## config.mk

```make
export PLATFORM = sky130hd
export DESIGN_NAME = thiele_coproc_bridge
export DESIGN_NICKNAME = d
export VERILOG_FILES = /design/src/rtl/thiele_coproc_pkg.sv /design/src/rtl/thiele_coproc_bridge.sv
export SDC_FILE = /design/constraint.sdc
export NUM_CORES = 1
export LEC_CHECK = 0
export BUFFER_PORTS_ARGS = -buffer_cell sky130_fd_sc_hd__buf_2
export CAP_MARGIN = 25
export CORE_MARGIN = 2
export CORE_UTILIZATION = 50
export CTS_CLUSTER_SIZE = 25
export DETAILED_ROUTE_END_ITERATION = 10
export PLACE_DENSITY = 0.87
export SLEW_MARGIN = 30
export SYNTH_ARGS = -nofsm -noshare
export SYNTH_HDL_FRONTEND = slang
export SYNTH_SLANG_ARGS = --single-unit
export TNS_END_PERCENT = 50
```

## constraint.sdc

```tcl
create_clock -name clk -period 2.58 [get_ports clk]
set_input_delay 0.516 -clock clk [delete_from_list [all_inputs] [get_ports clk]]
set_output_delay 0.516 -clock clk [all_outputs]
set_load 0.01 [all_outputs]
```

## src/rtl/thiele_coproc_pkg.sv

```systemverilog
// Shared types and constants for the Thiele coprocessor bridge.
// Holds the FSM encoding, command-kind codes and the default timeout payload.
package thiele_coproc_pkg;

    typedef enum logic [1:0] {
        ST_IDLE  = 2'd0,
        ST_ISSUE = 2'd1,
        ST_WAIT  = 2'd2,
        ST_ACK   = 2'd3
    } state_t;

    localparam logic        KIND_LOGIC       = 1'b0;
    localparam logic        KIND_PY          = 1'b1;
    localparam logic [31:0] ERR_DATA_DEFAULT = 32'hDEADC0DE;

    typedef struct packed {
        logic        kind;
        logic [31:0] addr;
    } cmd_t;

endpackage

```

## src/rtl/thiele_coproc_bridge.sv

```systemverilog
// Arbitrates CPU logic/Python requests onto one coprocessor command/response channel.
// Latency: grant, ISSUE until cp_ready, WAIT until rsp_valid or TIMEOUT_CYCLES, one-cycle ack.
// Backpressure: cp_ready low holds the command stable in ISSUE; one request in flight at a time.
module thiele_coproc_bridge
    import thiele_coproc_pkg::*;
#(
    parameter int unsigned TIMEOUT_CYCLES = 1024,
    parameter logic [31:0] ERR_DATA       = ERR_DATA_DEFAULT
) (
    input  logic        clk,
    input  logic        rst_n,
    input  logic        logic_req,
    input  logic [31:0] logic_addr,
    output logic        logic_ack,
    output logic [31:0] logic_data,
    input  logic        py_req,
    input  logic [31:0] py_code_addr,
    output logic        py_ack,
    output logic [31:0] py_result,
    output logic        cp_valid,
    output logic        cp_kind,
    output logic [31:0] cp_addr,
    input  logic        cp_ready,
    input  logic        rsp_valid,
    input  logic [31:0] rsp_data,
    output logic        busy,
    output logic [31:0] timeout_count
);

    localparam int            CNT_W    = $clog2(TIMEOUT_CYCLES) + 1;
    localparam logic [CNT_W-1:0] CNT_LAST = CNT_W'(TIMEOUT_CYCLES - 1);

    state_t            state, state_nxt;
    cmd_t              cmd;
    logic [CNT_W-1:0]  wait_cnt;
    logic              last_py;
    logic              logic_armed, py_armed;
    logic              logic_elig, py_elig;
    logic              grant, grant_py;
    logic              expire, finish;
    logic [31:0]       ack_dat;

    assign logic_elig = logic_req & logic_armed;
    assign py_elig    = py_req & py_armed;
    // Python wins only if logic is not competing or logic was granted last.
    assign grant_py   = py_elig & (~logic_elig | ~last_py);
    assign grant      = logic_elig | py_elig;

    assign expire  = (state == ST_WAIT) & ~rsp_valid & (wait_cnt == CNT_LAST);
    assign finish  = (state == ST_WAIT) & (rsp_valid | expire);
    assign ack_dat = rsp_valid ? rsp_data : ERR_DATA;

    assign cp_kind = cmd.kind;
    assign cp_addr = cmd.addr;

    always_ff @(posedge clk or negedge rst_n) begin
        if (!rst_n) begin
            state <= ST_IDLE;
        end else begin
            state <= state_nxt;
        end
    end

    always_comb begin
        state_nxt = state;
        cp_valid  = 1'b0;
        logic_ack = 1'b0;
        py_ack    = 1'b0;
        busy      = 1'b1;
        unique case (state)
            ST_IDLE: begin
                busy = 1'b0;
                if (grant) state_nxt = ST_ISSUE;
            end
            ST_ISSUE: begin
                cp_valid = 1'b1;
                if (cp_ready) state_nxt = ST_WAIT;
            end
            ST_WAIT: begin
                if (finish) state_nxt = ST_ACK;
            end
            ST_ACK: begin
                logic_ack = (cmd.kind == KIND_LOGIC);
                py_ack    = (cmd.kind == KIND_PY);
                state_nxt = ST_IDLE;
            end
            default: state_nxt = ST_IDLE;
        endcase
    end

    always_ff @(posedge clk or negedge rst_n) begin
        if (!rst_n) begin
            cmd           <= '0;
            wait_cnt      <= '0;
            last_py       <= 1'b1;
            logic_armed   <= 1'b1;
            py_armed      <= 1'b1;
            logic_data    <= '0;
            py_result     <= '0;
            timeout_count <= '0;
        end else begin
            if (state == ST_IDLE && grant) begin
                cmd.kind <= grant_py ? KIND_PY : KIND_LOGIC;
                cmd.addr <= grant_py ? py_code_addr : logic_addr;
                last_py  <= grant_py;
            end

            if (state == ST_ISSUE) begin
                wait_cnt <= '0;
            end else if (state == ST_WAIT) begin
                wait_cnt <= wait_cnt + 1'b1;
            end

            if (finish) begin
                if (cmd.kind == KIND_LOGIC) logic_data <= ack_dat;
                else                        py_result  <= ack_dat;
            end

            if (expire && timeout_count != '1) begin
                timeout_count <= timeout_count + 32'd1;
            end

            // Clearing at ack takes priority so a req still high cannot be served twice.
            if (state == ST_ACK && cmd.kind == KIND_LOGIC) logic_armed <= 1'b0;
            else if (!logic_req)                           logic_armed <= 1'b1;

            if (state == ST_ACK && cmd.kind == KIND_PY) py_armed <= 1'b0;
            else if (!py_req)                           py_armed <= 1'b1;
        end
    end

endmodule

```

Yosys cells after proc, flatten, opt, wreduce, memory -nomap -nowiden
Cells that the tools add are included.
{ "op_classes": {"n_reduce_logical": 9, "mux": 17, "n_eq_ne": 10, "bitwise": 13, "add_sub_neg": 2} }
{ "op_table": {"columns": ["op", "count"], "rows": [
  ["32-bit 2-to-1 mux", 2],
  ["32-bit by 1-bit adder with 32-bit output (second input constant)", 1],
  ["32-bit inequality test (second input constant)", 1],
  ["11-bit 2-to-1 mux", 2],
  ["11-bit by 1-bit adder with 11-bit output (second input constant)", 1],
  ["11-bit by 10-bit equality test with 1-bit output (second input constant)", 1],
  ["1-bit 2-to-1 mux", 9],
  ["2-bit case mux with 4 select lines", 1],
  ["1-bit AND", 6],
  ["2-bit 2-to-1 mux", 3],
  ["2-bit inequality test (second input constant)", 3],
  ["2-bit equality test (second input constant)", 2],
  ["1-bit logical AND", 4],
  ["2-bit by 1-bit inequality test with 1-bit output (second input constant)", 2],
  ["1-bit inverter", 4],
  ["2-bit AND reduction", 2],
  ["1-bit OR", 3],
  ["3-bit AND reduction", 1],
  ["2-bit by 1-bit equality test with 1-bit output (second input constant)", 1],
  ["2-bit zero test", 1],
  ["2-bit nonzero test", 1]
]} }
{ "totals": {"wordCells": 61, "ff_bits": 145, "out_inout_bits": 133} }

Logic depth before layout (Yosys ltp)
{ "depth": {"ltp_word": 7, "mapped_depth": 8} }

Worst setup path after synthesis
Ideal clock, no wire load.
{ "synth_timing": {"path_type": "reg-to-reg", "from": "reg state[0]", "to": "reg timeout_count[26]", "path_buffers": 0, "stages_incl_launch_ff": 8, "required_time_ps": 2454, "path_slack_ps": 543, "period_less_slack_ps": 2037, "arrival_time_ps": 1911, "path_cell_list": "dfrtp_1 > inv_1 > ha_1 > or3b_2 > nor4_2 > o311a_2 > nand4_1 > xnor2_1"} }
{ "synth_between": {"elab_chain_len": 4} }
{ "synth_lines": {"columns": ["item", "line_no", "rtl"], "rows": [
  ["from (decl)", "thiele_coproc_bridge.sv:33", "state_t state, state_nxt;"],
  ["from (signal assigned)", "thiele_coproc_bridge.sv:60", "state <= state_nxt;"],
  ["2-bit equality test", "thiele_coproc_bridge.sv:49", "assign expire = (state == ST_WAIT) & ~rsp_valid & (wait_cnt == CNT_LAST);"],
  ["1-bit AND (2 in a row)", "thiele_coproc_bridge.sv:49", null],
  ["1-bit logical AND", "thiele_coproc_bridge.sv:119", "if (expire && timeout_count != '1) begin"],
  ["to (signal assigned)", "thiele_coproc_bridge.sv:120", "timeout_count <= timeout_count + 32'd1;"],
  ["to (decl)", "thiele_coproc_bridge.sv:27", "output logic [31:0] timeout_count"]
]} }
Every way passes these cells.
A chain may end at the register's enable or synchronous reset.

Worst setup path in the final report
Same ends and word-level chain as after synthesis.

==> impl_summary.md <==
Power
Of the total power, the share spent switching nets is 0.338. The fraction of power consumed by sequential logic is 0.394. The internal power of the cells totals 6090 uW. The power density over the cells is 1100 nW/um2.

The share of total power dissipated in combinational logic is 0.343. The net switching component of the power is 3110 uW. The design draws 9210 uW. The standby leakage power is 0.00422 uW. The highest ir drop seen on vdd is 0.000626 V.

The clock share of power is 0.264.

Hold path
The path class of the tightest hold or removal check is primary input to async pin.

GRT
The via count of the first global-routing pass is 5186. The first-pass GRT wire length is 25.5 mm. Summed over all layers, the global routing overflow is 0. The global router's overall resource usage is 0.242.

The pin count of the biggest net entering global routing is 67. The number of antenna violations at the first check in global routing came to 1.

Place
The placed wire-length estimate is 12.0 mm. The number of cells after detailed placement is 948. The count of buffers from port buffering is 234. The routability congestion estimate from global placement is 0.857.

Floorplan
The total I/O pin count is 235. The number of core rows is 41. The total area inside the core boundary comes to 12500 um2. The initial cell density of the core is 0.510.

The die covers 13700 um2. Measured along the x axis, the die boundary spans 117 um. The height of the die is 117 um.

Timing
The max-slew violation count is 0. The final period utilization is 0.901. The headroom to the max-slew limit is 0.423. The time the final worst path needs with I/O delays and setup is 2320 ps. For the final routed database, the setup TNS stands at 0 ps. For the pin with the worst max-slew slack, the measured transition is 862 ps. The largest clock skew in the final design is 7.03 ps. Timing would allow up to 0.430 GHz. The hold violation count in the final report is 0. Setup repair after global routing left no endpoint under its margin.

The final-report setup violation count is 0.

Routing
The per-cell via count in the routed design is 5.49. The mean routed wirelength per cell is 16.6 um. After detailed routing, the number of remaining DRC violations is 0.

The post-detailed-routing wire length is 16.3 mm. The first routing iteration left 471 violations. The post-route antenna net violation count is 0. The routed layout has 5371 vias. For this run, the detailed router's first-pass iteration total came to 5.

Synth
Synthesis produced a netlist with a net count of 661. The number of enable-type register cells in the synthesized netlist is 0. Ranked by total cell area, the synthesized netlist is headed by dfrtp_1, mux2i_1, o22a_1. The total of warnings raised by yosys is 0. The async set or reset register ratio after synthesis is 1.00. Summed over all instances, the cell type with the most area after synthesis is dfrtp_1. The count of cell types in the netlist is 51. The post-synthesis instance total is 552.

The share of synthesized area in the top cell type comes to 0.557. Each instance of the synthesized netlist takes up on average 11.6 um2. The synthesized flop and latch total is 145.

The most common flop cell mapped by yosys is dfrtp_1. The synthesized netlist occupies a cell area of 6380 um2. Of the synthesized area, sequential elements account for 0.569.

Worst setup path
The critical path goes through inv_1 -> ha_1 -> or3b_2 -> nor4_2 -> o311a_2 -> nand4_1 -> xnor2_1. The endpoint arrival time on the critical path is 2630 ps. Of all nets on the critical path, the largest fanout is 7. The classification of the worst setup path is register to register. The slowest stage of the critical path belongs to the cell or3b_2.

The required time at the endpoint of the critical path is 2890 ps. STA classifies the critical path endpoint as a register. In this design, the stage delay of the slowest critical-path cell is 470 ps. The length in cells of the worst reg-to-reg path is 7. The nature of the critical path startpoint is a register.

Layout
The most common cell after layout, fill and taps aside is buf_2. The final standard cell count with taps included and fillers excluded is 979. The area growth from synthesis to final layout is 31.5%.

0 antenna diodes ended up in the layout. The net count of the finished layout is 904. In the layout the commonest cells are buf_2, dfrtp_1, nand2_1. In the final layout, the share of cells above drive strength 1 is 0.373.

Status
The run finished with clean final reports.

CTS
The hold buffer count at CTS is 0. The clock transition at the registers of the reported paths is 60 ps. The number of clock sinks seen by CTS is 145. The later pin in the worst-skew pair is clocked with a latency of 420 ps.

The H-tree generated during clock tree synthesis spans 4 levels. In this run, post-CTS repair resized a total of 0 instances. The deepest clock path buffer count is 2. The cell sitting at the root of the clock tree is a clkbuf_16. TritonCTS built the clock tree. The number of setup buffers added after CTS is 0. The total clock buffers created by CTS is 17.

Run
Max-cap violations in this run came to 0.
==> power groups by stage <==
stage          registers, uW  logic, uW  clock network (uW)
4_1_cts                 3620       3190                2470
2_1_floorplan           3940       1520                   0
5_1_grt                 3710       3480                2560
6_report                3620       3150                2430
3_5_place_dp            3640       3170                   0
3_3_place_gp            3610       3060                   0
==> cells by family (layout without fill, tap and decap cells) <==
| logic type | after synthesis | in the layout | synth area share |
|---|---|---|---|
| AO/OA/AOI/OAI | 129 | 129 | 0.146 |
| XOR/XNOR | 30 | 30 | 0.0412 |
| adder cells (fa/ha/maj) | 7 | 7 | 0.0137 |
| buffers and inverters | 42 | 297 | 0.0278 |
| flip-flops | 145 | 145 | 0.569 |
| multiplexers | 38 | 38 | 0.0608 |
| AND/OR/NAND/NOR | 161 | 161 | 0.141 |
==> path summary, 6_finish.rpt <==
path | start | endpoint | slack [ps]
worst max-delay path | state[0] | timeout_count[26] | 260
worst min-delay path | rst_n | logic_data[14] | 50
worst max register to register | state[0] | timeout_count[26] | 260
worst min register to register | py_armed | py_armed | 460
max in group asynchronous | rst_n | cp_addr[27] | 1810
min in group clk | py_req | py_armed | 250
==> cells in the mapped netlist (all sizes together), types with 2 or more instances <==
| cell | number |
|---|---|
| inv | 17 |
| clkbuf | 16 |
| and3 | 8 |
| a22o | 28 |
| mux2 | 6 |
| nor2b | 3 |
| and2 | 4 |
| o21ai | 34 |
| a31oi | 4 |
| nand3b | 2 |
| nor2 | 13 |
| dfrtp | 142 |
| and4 | 5 |
| o22a | 36 |
| nor4 | 10 |
| nor3b | 4 |
| o22ai | 6 |
| xor2 | 18 |
| xnor2 | 12 |
| nor3 | 15 |
| a41oi | 2 |
| ha | 7 |
| nand3 | 18 |
| nand2 | 60 |
| dfstp | 3 |
| buf | 9 |
| mux2i | 32 |
| a21oi | 13 |
| nand4 | 9 |
| nand2b | 4 |
==> critical path: cells and delay by family (launching register included) <==
family,cells,cell delay [ps]
fa+ha+maj,1,280
simple gates,3,920
xor+xnor,1,150
compound gates,1,330
flops,1,390
buf+inv,1,130
==> state kept, by name, indices dropped and copies added, names as in the netlist <==
register and flops:
wait_cnt 11, last_py 1, logic_data 32, py_armed 1, timeout_count 32, state 2
cp_kind 1, logic_armed 1, cp_addr 32, py_result 32
==> layout make-up <==
type,count,area [um2]
multi-input cells,365,2590
flip-flops and latches,145,3630
fillers,957,4130
clock inverters,10,136
inverters,17,63.8
clock buffers,21,450
repair buffers,249,1300
well taps,172,215
==> layer usage <==
layer  track usage  vias to the layer above  share of wire  routed length [um]
met1         0.302                     2619           0.42                6910
met4        0.0996                        2          0.023                 373
met2         0.408                      206           0.50                8080
li1              -                     2510              -                   -
met5             0                        -        0.00068                  11
met3        0.0561                       34          0.054                 881
==> stage by stage <==
step	util	hold WS, ps	area (um2)	setup slack (ps)
floorplan	-	220	6380	543
global placement	0.623	446	7800	374
detailed placement	0.623	456	7800	245
CTS	0.670	50.1	8390	234
global route	0.670	85.3	8390	91.1
finish	0.670	48.5	8390	256
Note: power is estimated with default switching activity, not from simulation.
